--- config.mk ---
export PLATFORM = sky130hd
export DESIGN_NAME = micro_apb_master
export DESIGN_NICKNAME = d
export VERILOG_FILES = /design/src/rtl/micro_apb_pkg.sv /design/src/rtl/micro_apb_master.sv
export SDC_FILE = /design/constraint.sdc
export NUM_CORES = 1
export LEC_CHECK = 0
export CORE_MARGIN = 3
export CORE_UTILIZATION = 35
export CTS_BUF_LIST = sky130_fd_sc_hd__clkbuf_8 sky130_fd_sc_hd__clkbuf_16
export CTS_CLUSTER_SIZE = 40
export DETAILED_ROUTE_END_ITERATION = 16
export GPL_ROUTABILITY_DRIVEN = 0
export PLACE_DENSITY = 0.72
export SYNTH_ARGS = -nofsm -noshare
export SYNTH_HDL_FRONTEND = slang
export SYNTH_SLANG_ARGS = --single-unit
export TNS_END_PERCENT = 100
--- constraint.sdc ---
create_clock -name clk -period 5.53 [get_ports clk]
set_clock_uncertainty 0.1 [all_clocks]
set_input_delay 1.106 -clock clk [delete_from_list [all_inputs] [get_ports clk]]
set_output_delay 1.106 -clock clk [all_outputs]
set_load 0.03 [all_outputs]
--- src/rtl/micro_apb_pkg.sv ---
// rtl/micro_apb_pkg.sv - shared types and constants for the micro APB initiator
package micro_apb_pkg;

  typedef enum logic [1:0] {
    ST_IDLE   = 2'd0,
    ST_SETUP  = 2'd1,
    ST_ACCESS = 2'd2
  } apb_state_e;

  localparam int CNT_W  = 16;
  localparam int APB_DW = 32;

endpackage

--- src/rtl/micro_apb_master.sv ---
// rtl/micro_apb_master.sv - valid/ready request port to APB SETUP/ACCESS initiator with timeout
module micro_apb_master
  import micro_apb_pkg::*;
#(
  parameter int AW      = 4,
  parameter int DW      = APB_DW,
  parameter int TIMEOUT = 255
) (
  input  logic          clk,
  input  logic          reset,
  input  logic          req_valid,
  output logic          req_ready,
  input  logic          req_write,
  input  logic [AW-1:0] req_addr,
  input  logic [DW-1:0] req_wdata,
  output logic          rsp_valid,
  output logic [DW-1:0] rsp_rdata,
  output logic          rsp_err,
  output logic          apb_psel,
  output logic          apb_penable,
  output logic          apb_pwrite,
  output logic [AW-1:0] apb_paddr,
  output logic [DW-1:0] apb_pwdata,
  input  logic [DW-1:0] apb_prdata,
  input  logic          apb_pready
);

  localparam logic [CNT_W-1:0] TIMEOUT_C = CNT_W'(TIMEOUT);
  localparam bit               TO_EN     = (TIMEOUT != 0);

  apb_state_e       state_q, state_d;
  logic [CNT_W-1:0] cnt_q, cnt_d;
  logic             psel_q, psel_d;
  logic             penable_q, penable_d;
  logic             pwrite_q, pwrite_d;
  logic [AW-1:0]    paddr_q, paddr_d;
  logic [DW-1:0]    pwdata_q, pwdata_d;
  logic             rsp_valid_q, rsp_valid_d;
  logic [DW-1:0]    rsp_rdata_q, rsp_rdata_d;
  logic             rsp_err_q, rsp_err_d;

  // The only unregistered output: IDLE is the sole accepting state.
  assign req_ready = (state_q == ST_IDLE) && !reset;

  always_comb begin
    state_d     = state_q;
    cnt_d       = cnt_q;
    psel_d      = 1'b0;
    penable_d   = 1'b0;
    pwrite_d    = pwrite_q;
    paddr_d     = paddr_q;
    pwdata_d    = pwdata_q;
    rsp_valid_d = 1'b0;
    rsp_rdata_d = rsp_rdata_q;
    rsp_err_d   = rsp_err_q;
    unique case (state_q)
      ST_IDLE: begin
        if (req_valid && req_ready) begin
          pwrite_d = req_write;
          paddr_d  = req_addr;
          pwdata_d = req_wdata;
          psel_d   = 1'b1;
          state_d  = ST_SETUP;
        end
      end
      ST_SETUP: begin
        psel_d    = 1'b1;
        penable_d = 1'b1;
        cnt_d     = '0;
        state_d   = ST_ACCESS;
      end
      ST_ACCESS: begin
        if (apb_pready) begin
          rsp_valid_d = 1'b1;
          rsp_err_d   = 1'b0;
          rsp_rdata_d = pwrite_q ? '0 : apb_prdata;
          state_d     = ST_IDLE;
        end else if (TO_EN && (cnt_q == TIMEOUT_C)) begin
          rsp_valid_d = 1'b1;
          rsp_err_d   = 1'b1;
          rsp_rdata_d = '0;
          state_d     = ST_IDLE;
        end else begin
          // Saturate so TIMEOUT=0 can wait forever without wrapping.
          psel_d    = 1'b1;
          penable_d = 1'b1;
          if (cnt_q != '1) begin
            cnt_d = cnt_q + 1'b1;
          end
        end
      end
      default: begin
        state_d = ST_IDLE;
      end
    endcase
  end

  always_ff @(posedge clk) begin
    if (reset) begin
      state_q     <= ST_IDLE;
      cnt_q       <= '0;
      psel_q      <= 1'b0;
      penable_q   <= 1'b0;
      pwrite_q    <= 1'b0;
      paddr_q     <= '0;
      pwdata_q    <= '0;
      rsp_valid_q <= 1'b0;
      rsp_rdata_q <= '0;
      rsp_err_q   <= 1'b0;
    end else begin
      state_q     <= state_d;
      cnt_q       <= cnt_d;
      psel_q      <= psel_d;
      penable_q   <= penable_d;
      pwrite_q    <= pwrite_d;
      paddr_q     <= paddr_d;
      pwdata_q    <= pwdata_d;
      rsp_valid_q <= rsp_valid_d;
      rsp_rdata_q <= rsp_rdata_d;
      rsp_err_q   <= rsp_err_d;
    end
  end

  assign apb_psel    = psel_q;
  assign apb_penable = penable_q;
  assign apb_pwrite  = pwrite_q;
  assign apb_paddr   = paddr_q;
  assign apb_pwdata  = pwdata_q;
  assign rsp_valid   = rsp_valid_q;
  assign rsp_rdata   = rsp_rdata_q;
  assign rsp_err     = rsp_err_q;

endmodule
==> flow_summary_export.csv, run 1 <==
group,metric,value,unit
outcome,outcome,"completed",
finish,n_antenna_cell,0,
routing,routed_wirelength,9470,µm
synthesis,async_reset_ff_share,0,%
run,maxCapViolCount,0,
sta,finalHoldViolations,0,
grt,grt_use_total,16.9,%
synthesis,synth.avg_cell_area,8.61,µm²
clock_network,path_clk_slew,0.10,ns
power_and_ir_drop,switching_power,501,µW
die,io_pins,147,
grt,overflow,0,
worst_setup_path,crit_path_max_fanout,47,
finish,area_growth,49.4,%
worst_hold_path,min_path_cells,2,
worst_setup_path,start_kind,"input pin",
clock_network,numCtsBuffers,9,
synthesis,ys.flop_type,"dfxtp_1",
worst_setup_path,reg2regPathDepth,6,
synthesis,yosysTopAreaCellShare,51.5,%
sta,period_share,71.2,%
clock_network,cts.sinks,91,
synthesis,synth.area.mux_share,0.566,%
power_and_ir_drop,sequentialPowerShare,45.7,%
routing,route.detailed.drc,0,
synthesis,synth_top_family_by_area,"simple AND/OR/NAND/NOR gates",
sta,period_minus_slack,3.94,ns
clock_network,cts_tree,"yes",
power_and_ir_drop,clkPwrFrac,30.1,%
routing,num_vias,3375,
synthesis,syn_area,0.00354,mm²
synthesis,synth-simple-area-share,21.6,%
sta,relSlewSlack,25.4,%
routing,drt-initial-drc-count,243,
worst_setup_path,worstPathArrival,2.73,ns
synthesis,yosys_warnings,0,
power_and_ir_drop,vdd_ir_drop_max,0.000137,V
sta,rsz0062_at_grt,"no",
power_and_ir_drop,swShare,31.1,%
clock_network,htreeDepth,3,
synthesis,ys_seq_area_share,51.5,%
sta,worstMarginPinSlew,1.12,ns
die,die_x,107,µm
synthesis,yosysUniqueCellTypes,41,
synthesis,synthTopCellsByArea,"dfxtp_1 (51%), nand2_1 (9.1%), a22oi_1 (6.2%)",
sta,max_freq,254,MHz
worst_setup_path,cp-end-kind,"output port",
finish,final_nets,625,
power_and_ir_drop,power_frac_comb,24.2,%
routing,routed_via_density,4.93,
die,die_area,0.0114,mm²
synthesis,synth-compound-area-share,19.1,%
finish,fin_area,0.00529,mm²
grt,grt_start_max_net_pins,75,
die,row_count,36,
grt,antenna_found_initial,0,
routing,drt.antenna.violating_nets,0,
synthesis,synth-edff-count,0,
sta,finalSetupViolations,0,
sta,finalSetupTns,0,ns
finish,drive_gt1_share,5.81,%
place,io_buffers,146,
place,dpl_cell_area,0.00507,mm²
die,coreArea,0.00982,mm²
clock_network,clock_latency,0.36,ns
synthesis,syn-instance-count,411,
synthesis,synthXorXnorAreaFrac,0.247,%
finish,nFillCells,911,
sta,slew_viol_final,0,
clock_network,post_cts_buffers,0,
worst_hold_path,min_path_type,"register to register",
power_and_ir_drop,intPower,1110,µW
worst_setup_path,worstSetupPathType,"input pin to output port",
synthesis,synth_fa_ha_area_share,2.12,%
power_and_ir_drop,power,1610,µW
clock_network,clk_path_buf_depth,2,
worst_setup_path,worstPathRequired,4.32,ns
die,initial_utilization,36.0,%
routing,wl_per_cell,13.8,µm
place,hpwlAfterDp,6740,µm
clock_network,cts-hold-fix-buffers,0,
routing,first_pass_iters,4,
power_and_ir_drop,power.leakage,0.00185,µW
grt,grt_pass1_wl,15700,µm
synthesis,synth_largest_area_cell,"dfxtp_1",
die,die_h,107,µm
synthesis,syn-num-nets,490,
sta,hold_slack,0.356,ns
finish,final_util,53.8,%
grt,grt_pass1_vias,3369,
clock_network,clock-root-buffer,"clkbuf_8",
power_and_ir_drop,p_per_area,304,mW/mm²
clock_network,cts_resized,0,
synthesis,yosys_register_bits,91,
metal layers:
| layer | wire length (µm) | GRT usage [%] | part of all wire [%] | vias to the layer above |
|---|---|---|---|---|
| li1 | - | - | - | 1697 |
| met1 | 4140 | 20.8 | 44 | 1560 |
| met2 | 4410 | 27.0 | 47 | 109 |
| met3 | 799 | 6.19 | 8.4 | 9 |
| met4 | 115 | 6.30 | 1.2 | 0 |
| met5 | 0 | 0 | 0 | - |
synthesized netlist by cell type, types with 3 or more instances:
| library cell | count |
|---|---|
| a21o_1 | 3 |
| a21oi_1 | 11 |
| a22oi_1 | 29 |
| and3_1 | 4 |
| buf_6 | 4 |
| clkbuf_1 | 20 |
| dfxtp_1 | 91 |
| ha_1 | 6 |
| inv_1 | 14 |
| nand2_1 | 86 |
| nand3_1 | 9 |
| nand4_1 | 6 |
| nor2_1 | 37 |
| nor3_1 | 4 |
| o21ai_0 | 42 |
| o21ai_1 | 6 |
| o31ai_1 | 3 |
| or3_1 | 8 |
power groups by stage:
| stage | combinational, µW | clock [µW] | sequential [µW] |
|---|---|---|---|
| after floorplan | 124 | 0 | 840 |
| after global placement | 385 | 0 | 747 |
| after detailed placement | 391 | 0 | 749 |
| after CTS | 392 | 500 | 736 |
| after global routing | 421 | 523 | 743 |
| final | 389 | 483 | 736 |
registers in the layout, summed over array words and instances, names as in the netlist:
signal and flops:
apb_pwdata 32, rsp_rdata 32, cnt_q 16, apb_paddr 4
state_q 2, apb_penable 1, apb_psel 1, apb_pwrite 1
rsp_err 1, rsp_valid 1
final cells by class:
class | count | area (µm²) | share of cell area, %
Multi-Input combinational cell | 281 | 1550 | 29.3
Clock buffer | 10 | 138 | 2.60
Timing Repair Buffer | 149 | 1480 | 28.1
Tap cell | 133 | 166 | 3.15
Inverter | 14 | 52.6 | 0.994
Sequential cell | 91 | 1820 | 34.5
Clock inverter | 6 | 77.6 | 1.47
through the flow:
stage	setup WS (ns)	std cells
after floorplan	2.58	411
after global placement	1.62	668
after detailed placement	1.57	668
after CTS	1.57	684
after global routing	1.51	684
final	1.59	684
placed cells by master, fill, tap and decap left out, drive strengths merged, types with 2 or more instances in the layout:
master           n
a21o             3
a21oi           11
a22oi           31
and3             5
buf              3
clkbuf          10
clkdlybuf4s50  146
dfxtp           91
ha               6
inv             18
mux2i            2
nand2           86
nand3            9
nand4            8
nand4b           2
nor2            38
nor3             4
nor4             3
o21ai           48
o31ai            3
or3              8
kinds of logic after synthesis:
kind of cell	count (synthesis)
adders and majority gates	6
xor gates and xnor gates	1
AOI/OAI and AO/OA	105
DFF	91
muxes	2
and+or+nand+nor	167
buffers and inverters	39
path summary, 6_finish.rpt:
check          startpoint            to  slack [ns]
max                 reset     req_ready        1.59
min          rsp_rdata[9]  rsp_rdata[9]        0.36
max reg2reg      cnt_q[0]  rsp_rdata[0]        3.06
min reg2reg  rsp_rdata[9]  rsp_rdata[9]        0.36
critical path, stage by stage:
cell and delay (ns):
clkdlybuf4s50_1 0.45, buf_4 0.41, nor2_1 0.14, clkdlybuf4s50_1 0.62
Note: power is estimated with default switching activity, not from simulation.
==> run 2, diff against run 1 <==
- clock period: 5.53 -> 3.65 ns (I/O delays scaled with it)
==> run 2 against run 1 <==
  * Highest routed layer unchanged
  * Power up 55%
  * Register-to-register slack got worse by 1.6 ns
  * Largest cell class unchanged
  * Sequential power rose by 51%
==> flow_summary_export.csv, run 2 (synthesis results as in run 1) <==
group,metric,value,unit
die,coreArea,0.00982,mm²
clock_network,cts_resized,0,
routing,routed_via_density,4.94,
sta,hold_slack,0.361,ns
worst_hold_path,min_from,"rsp_rdata[8]",
routing,wl_met1,4050,µm
finish,layout_commonest_cell,"clkdlybuf4s50_1",
grt,antenna_found_initial,0,
routing,first_pass_iters,4,
place,io_buffers,146,
grt,overflow,0,
worst_hold_path,min_to,"rsp_rdata[8]",
die,die_area,0.0114,mm²
routing,route.detailed.drc,0,
finish,drive_gt1_share,6.33,%
die,die_h,107,µm
worst_setup_path,worstPathRequired,2.82,ns
power_and_ir_drop,p_per_area,467,mW/mm²
worst_setup_path,critPathSlowestCell,"clkdlybuf4s50_1",
routing,num_vias,3389,
worst_setup_path,reg2regPathDepth,7,
worst_setup_path,reg2reg_from,"cnt_q[0]",
run,maxCapViolCount,0,
clock_network,cts_tree,"yes",
clock_network,clock-root-buffer,"clkbuf_8",
worst_setup_path,path_delay_family,"buffers and inverters",
die,row_count,36,
routing,drt.antenna.violating_nets,0,
routing,routed-wl-met2,4240,µm
sta,relSlewSlack,67.3,%
worst_setup_path,reg2reg_slack,1.43,ns
clock_network,cts.sinks,91,
die,initial_utilization,36.0,%
worst_setup_path,worstPathArrival,1.99,ns
clock_network,htreeDepth,3,
sta,finalSetupViolations,0,
die,die_x,107,µm
worst_setup_path,slowest_delay,0.48,ns
finish,n_antenna_cell,0,
clock_network,post_cts_buffers,0,
grt,grt_use_total,16.5,%
finish,final_cell_mix,"clkdlybuf4s50_1 (145), dfxtp_1 (91), nand2_1 (86)",
routing,top_layer,"met4",
worst_setup_path,start_kind,"input pin",
grt,grt_start_max_net_pins,53,
clock_network,numCtsBuffers,9,
routing,drt-initial-drc-count,197,
worst_setup_path,cp_cell_sequence,"clkdlybuf4s50_1 -> buf_4 -> nor2_1 -> buf_12",
power_and_ir_drop,power.leakage,0.00188,µW
sta,finalHoldViolations,0,
clock_network,clock_latency,0.36,ns
place,hpwlAfterDp,6700,µm
worst_hold_path,min_path_type,"register to register",
grt,grt_pass1_vias,3219,
sta,period_minus_slack,2.82,ns
clock_network,path_clk_slew,0.09,ns
sta,finalSetupTns,0,ns
finish,area_growth,50.6,%
worst_setup_path,worstSetupPathType,"input pin to output port",
sta,slew_viol_final,0,
outcome,outcome,"completed",
sta,worstMarginPinSlew,0.490,ns
routing,routed_wirelength,9300,µm
worst_setup_path,reg2reg_to,"rsp_rdata[14]",
worst_setup_path,crit_path_max_fanout,46,
worst_hold_path,min_path_cells,2,
power_and_ir_drop,vdd_ir_drop_max,0.000204,V
worst_setup_path,path_buf_inv,3,
finish,final_nets,627,
sta,max_freq,355,MHz
routing,wl_met3,820,µm
clock_network,cts-hold-fix-buffers,0,
sta,period_share,77.2,%
clock_network,clk_path_buf_depth,2,
routing,wl_per_cell,13.6,µm
worst_setup_path,cp-end-kind,"output port",
sta,rsz0062_at_grt,"no",
die,io_pins,147,
grt,grt_pass1_wl,15300,µm
## run 2: cell types whose count changed in the layout (fill, tap and decap cells not counted)
cell,delta
inv_8,-2
buf_4,+2
buf_12,+1
clkinv_4,+2
clkinvlp_4,-1
bufinv_16,+1
clkdlybuf4s50_1,-1
## run 2: worst max-delay path by stage
stage           from   endpoint  slack, ns  cells after the start
2_1_floorplan  reset  req_ready       1.45                      2
3_3_place_gp   reset  req_ready       0.86                      4
3_5_place_dp   reset  req_ready       0.82                      4
4_1_cts        reset  req_ready       0.82                      4
5_1_grt        reset  req_ready       0.75                      4
6_report       reset  req_ready       0.83                      4
## run 2: report_power, final
| part | switching, µW | leakage (µW) | total, µW | internal (µW) |
|---|---|---|---|---|
| registers | 43.0 | 0.000741 | 1110 | 1070 |
| clock network | 370 | 0.000117 | 782 | 412 |
| logic | 332 | 0.00102 | 596 | 264 |
## run 2: stage by stage
step / power [µW] / util [%] / instances / worst slack [ns] / instance area (µm²)
4_1_cts: 2530 / 54.3 / 686 / 0.821 / 5330
2_1_floorplan: 1460 / - / 411 / 1.45 / 3540
3_5_place_dp: 1730 / 51.9 / 670 / 0.822 / 5100
3_3_place_gp: 1720 / 51.9 / 670 / 0.863 / 5100
6_report: 2490 / 54.3 / 686 / 0.831 / 5330
5_1_grt: 2620 / 54.3 / 686 / 0.755 / 5330
## run 2: worst min-delay path, delay by kind of cell, from the launching register on
kind	cells	cell delay (ns)
and+or+nand+nor	1	0.05
DFF	1	0.32
AOI/OAI and AO/OA	1	0.05
## run 2: layer usage
layer / vias to the layer above / GRT usage (%)
met3: 16 / 6.07
met2: 116 / 25.7
li1: 1692 / -
met1: 1565 / 20.4
met4: 0 / 7.21
met5: - / 0
## run 2: layout make-up
cell class / count / area (µm²)
clock inverters: 6 / 95.1
well taps: 133 / 166
flip-flops and latches: 91 / 1820
fillers: 936 / 4490
clock buffers: 10 / 138
repair buffers: 151 / 1510
multi-input cells: 281 / 1550
inverters: 14 / 52.6
==> run 3, diff against run 2 <==
- PLACE_DENSITY: 0.72 -> 0.74
- clock period: 3.65 -> 2.4 ns (I/O delays scaled with it)
==> run 3 against run 2 <==
  * Final cell count rose by 0.44%
  * Design area fell by 0.19%
  * Critical path depth rose by 2
  * Utilization fell by 0.10 points
  * Sequential power rose by 52%
  * Sequential cell count did not move
  * Sequential share of layout area rose by 0.064 points
==> flow_summary_export.csv, run 3 (synthesis results as in run 1) <==
group,metric,value,unit
finish,layout_commonest_cell,"clkdlybuf4s50_1",
finish,drive_gt1_share,6.83,%
finish,final_nets,630,
worst_setup_path,path_delay_family,"simple AND/OR/NAND/NOR gates",
sta,hold_slack,0.358,ns
worst_setup_path,crit_path_max_fanout,10,
grt,grt_pass1_vias,3403,
finish,area_growth,50.3,%
die,coreArea,0.00982,mm²
die,die_area,0.0114,mm²
routing,routed_via_density,4.94,
power_and_ir_drop,p_per_area,688,mW/mm²
finish,fin_area,0.00532,mm²
worst_setup_path,start_kind,"register",
worst_setup_path,cp-end-kind,"register",
routing,routed_wirelength,9620,µm
die,row_count,36,
grt,grt_pass1_wl,15800,µm
grt,antenna_found_initial,0,
routing,top_layer,"met4",
die,io_pins,147,
clock_network,clock_latency,0.35,ns
finish,nFillCells,947,
worst_setup_path,reg2regPathDepth,6,
clock_network,numCtsBuffers,9,
power_and_ir_drop,power_frac_comb,25.1,%
worst_setup_path,cp.depth,6,
routing,route.detailed.drc,0,
sta,finalSetupViolations,0,
clock_network,clk_path_buf_depth,2,
clock_network,post_cts_buffers,0,
grt,grt_start_max_net_pins,75,
finish,final_cell_mix,"clkdlybuf4s50_1 (145), dfxtp_1 (91), nand2_1 (86)",
die,die_x,107,µm
clock_network,clock-root-buffer,"clkbuf_8",
routing,drt-initial-drc-count,204,
routing,first_pass_iters,4,
power_and_ir_drop,switching_power,1140,µW
sta,rsz0062_at_grt,"no",
sta,worstMarginPinSlew,0.452,ns
worst_setup_path,slowest_delay,0.61,ns
sta,slew_viol_final,0,
sta,finalSetupTns,0,ns
clock_network,cts-hold-fix-buffers,0,
sta,finalHoldViolations,0,
worst_hold_path,min_path_cells,2,
die,die_h,107,µm
clock_network,cts.sinks,91,
sta,period_minus_slack,2.22,ns
place,io_buffers,146,
worst_hold_path,min_path_type,"register to register",
worst_setup_path,path_buf_inv,0,
run,maxCapViolCount,0,
routing,wl_met1,4130,µm
clock_network,cts_tree,"yes",
outcome,outcome,"completed",
routing,num_vias,3407,
clock_network,htreeDepth,3,
routing,routed-wl-met2,4500,µm
clock_network,path_clk_slew,0.09,ns
routing,drt.antenna.violating_nets,0,
sta,max_freq,451,MHz
place,dpl_cell_area,0.00512,mm²
power_and_ir_drop,vdd_ir_drop_max,0.000370,V
power_and_ir_drop,swShare,31.2,%
grt,overflow,0,
finish,n_antenna_cell,0,
worst_setup_path,cp_cell_sequence,"ha_1 -> nand3_1 -> or4_4 -> a31oi_4 -> a21oi_1 -> o21ai_1",
die,initial_utilization,36.0,%
sta,relSlewSlack,69.7,%
worst_setup_path,worstPathArrival,2.41,ns
power_and_ir_drop,sequentialPowerShare,46.2,%
worst_setup_path,worstSetupPathType,"register to register",
routing,wl_met3,871,µm
sta,period_share,92.4,%
grt,grt_use_total,17.1,%
power_and_ir_drop,power.leakage,0.00187,µW
place,hpwlAfterDp,6880,µm
worst_setup_path,critPathSlowestCell,"or4_4",
power_and_ir_drop,clkPwrFrac,28.7,%
routing,wl_per_cell,14.0,µm
power_and_ir_drop,intPower,2520,µW
clock_network,cts_resized,0,
worst_setup_path,worstPathRequired,2.59,ns
run 3: cell count changes in the layout (fill, tap and decap cells not counted), sizes merged:
cell      change
buf           +3
clkinvlp      +2
bufinv        -1
clkbuf        -1
clkinv        +1
inv           -1
run 3: worst register-to-register path: cells and delay by family (launching register included):
family | cells | cell delay [ns]
AND/OR/NAND/NOR | 2 | 0.78
adder cells (fa/ha/maj) | 1 | 0.24
flip-flops | 1 | 0.42
AO/OA/AOI/OAI | 3 | 0.62
run 3: per-layer routing:
metal | vias up | global-route usage (%)
li1 | 1705 | -
met2 | 117 | 27.4
met5 | - | 0
met3 | 9 | 7.35
met4 | 0 | 5.21
met1 | 1576 | 20.7
run 3: worst paths after layout:
path                                      from              to  slack, ns
worst max-delay path                  cnt_q[0]       cnt_q[10]       0.18
worst min-delay path            apb_pwdata[15]  apb_pwdata[15]       0.36
worst max register to register        cnt_q[0]       cnt_q[10]       0.18
worst min register to register  apb_pwdata[15]  apb_pwdata[15]       0.36
run 3: layout make-up:
cell class | instances | area, µm² | share of cell area (%)
tap | 133 | 166 | 3.13
inverter | 14 | 52.6 | 0.988
sequential | 91 | 1820 | 34.2
multi-input combinational | 281 | 1550 | 29.1
clock buffer | 9 | 124 | 2.33
timing repair buffer | 154 | 1530 | 28.8
clock inverter | 7 | 76.3 | 1.43
run 3: per-stage QoR:
stage	setup WS, ns	instances	total power (µW)	util (%)
final	0.182	689	3660	54.2
after detailed placement	0.198	673	2640	52.1
after CTS	0.187	689	3710	54.2
after global placement	0.261	673	2620	52.1
after global routing	0.0366	689	3870	54.2
after floorplan	0.510	411	2220	-
run 3: power by group through the flow:
stage | logic [µW] | clock network, µW | registers (µW)
floorplan | 286 | 0 | 1930
global placement | 902 | 0 | 1720
detailed placement | 919 | 0 | 1730
CTS | 924 | 1100 | 1690
global route | 994 | 1170 | 1710
finish | 917 | 1050 | 1690
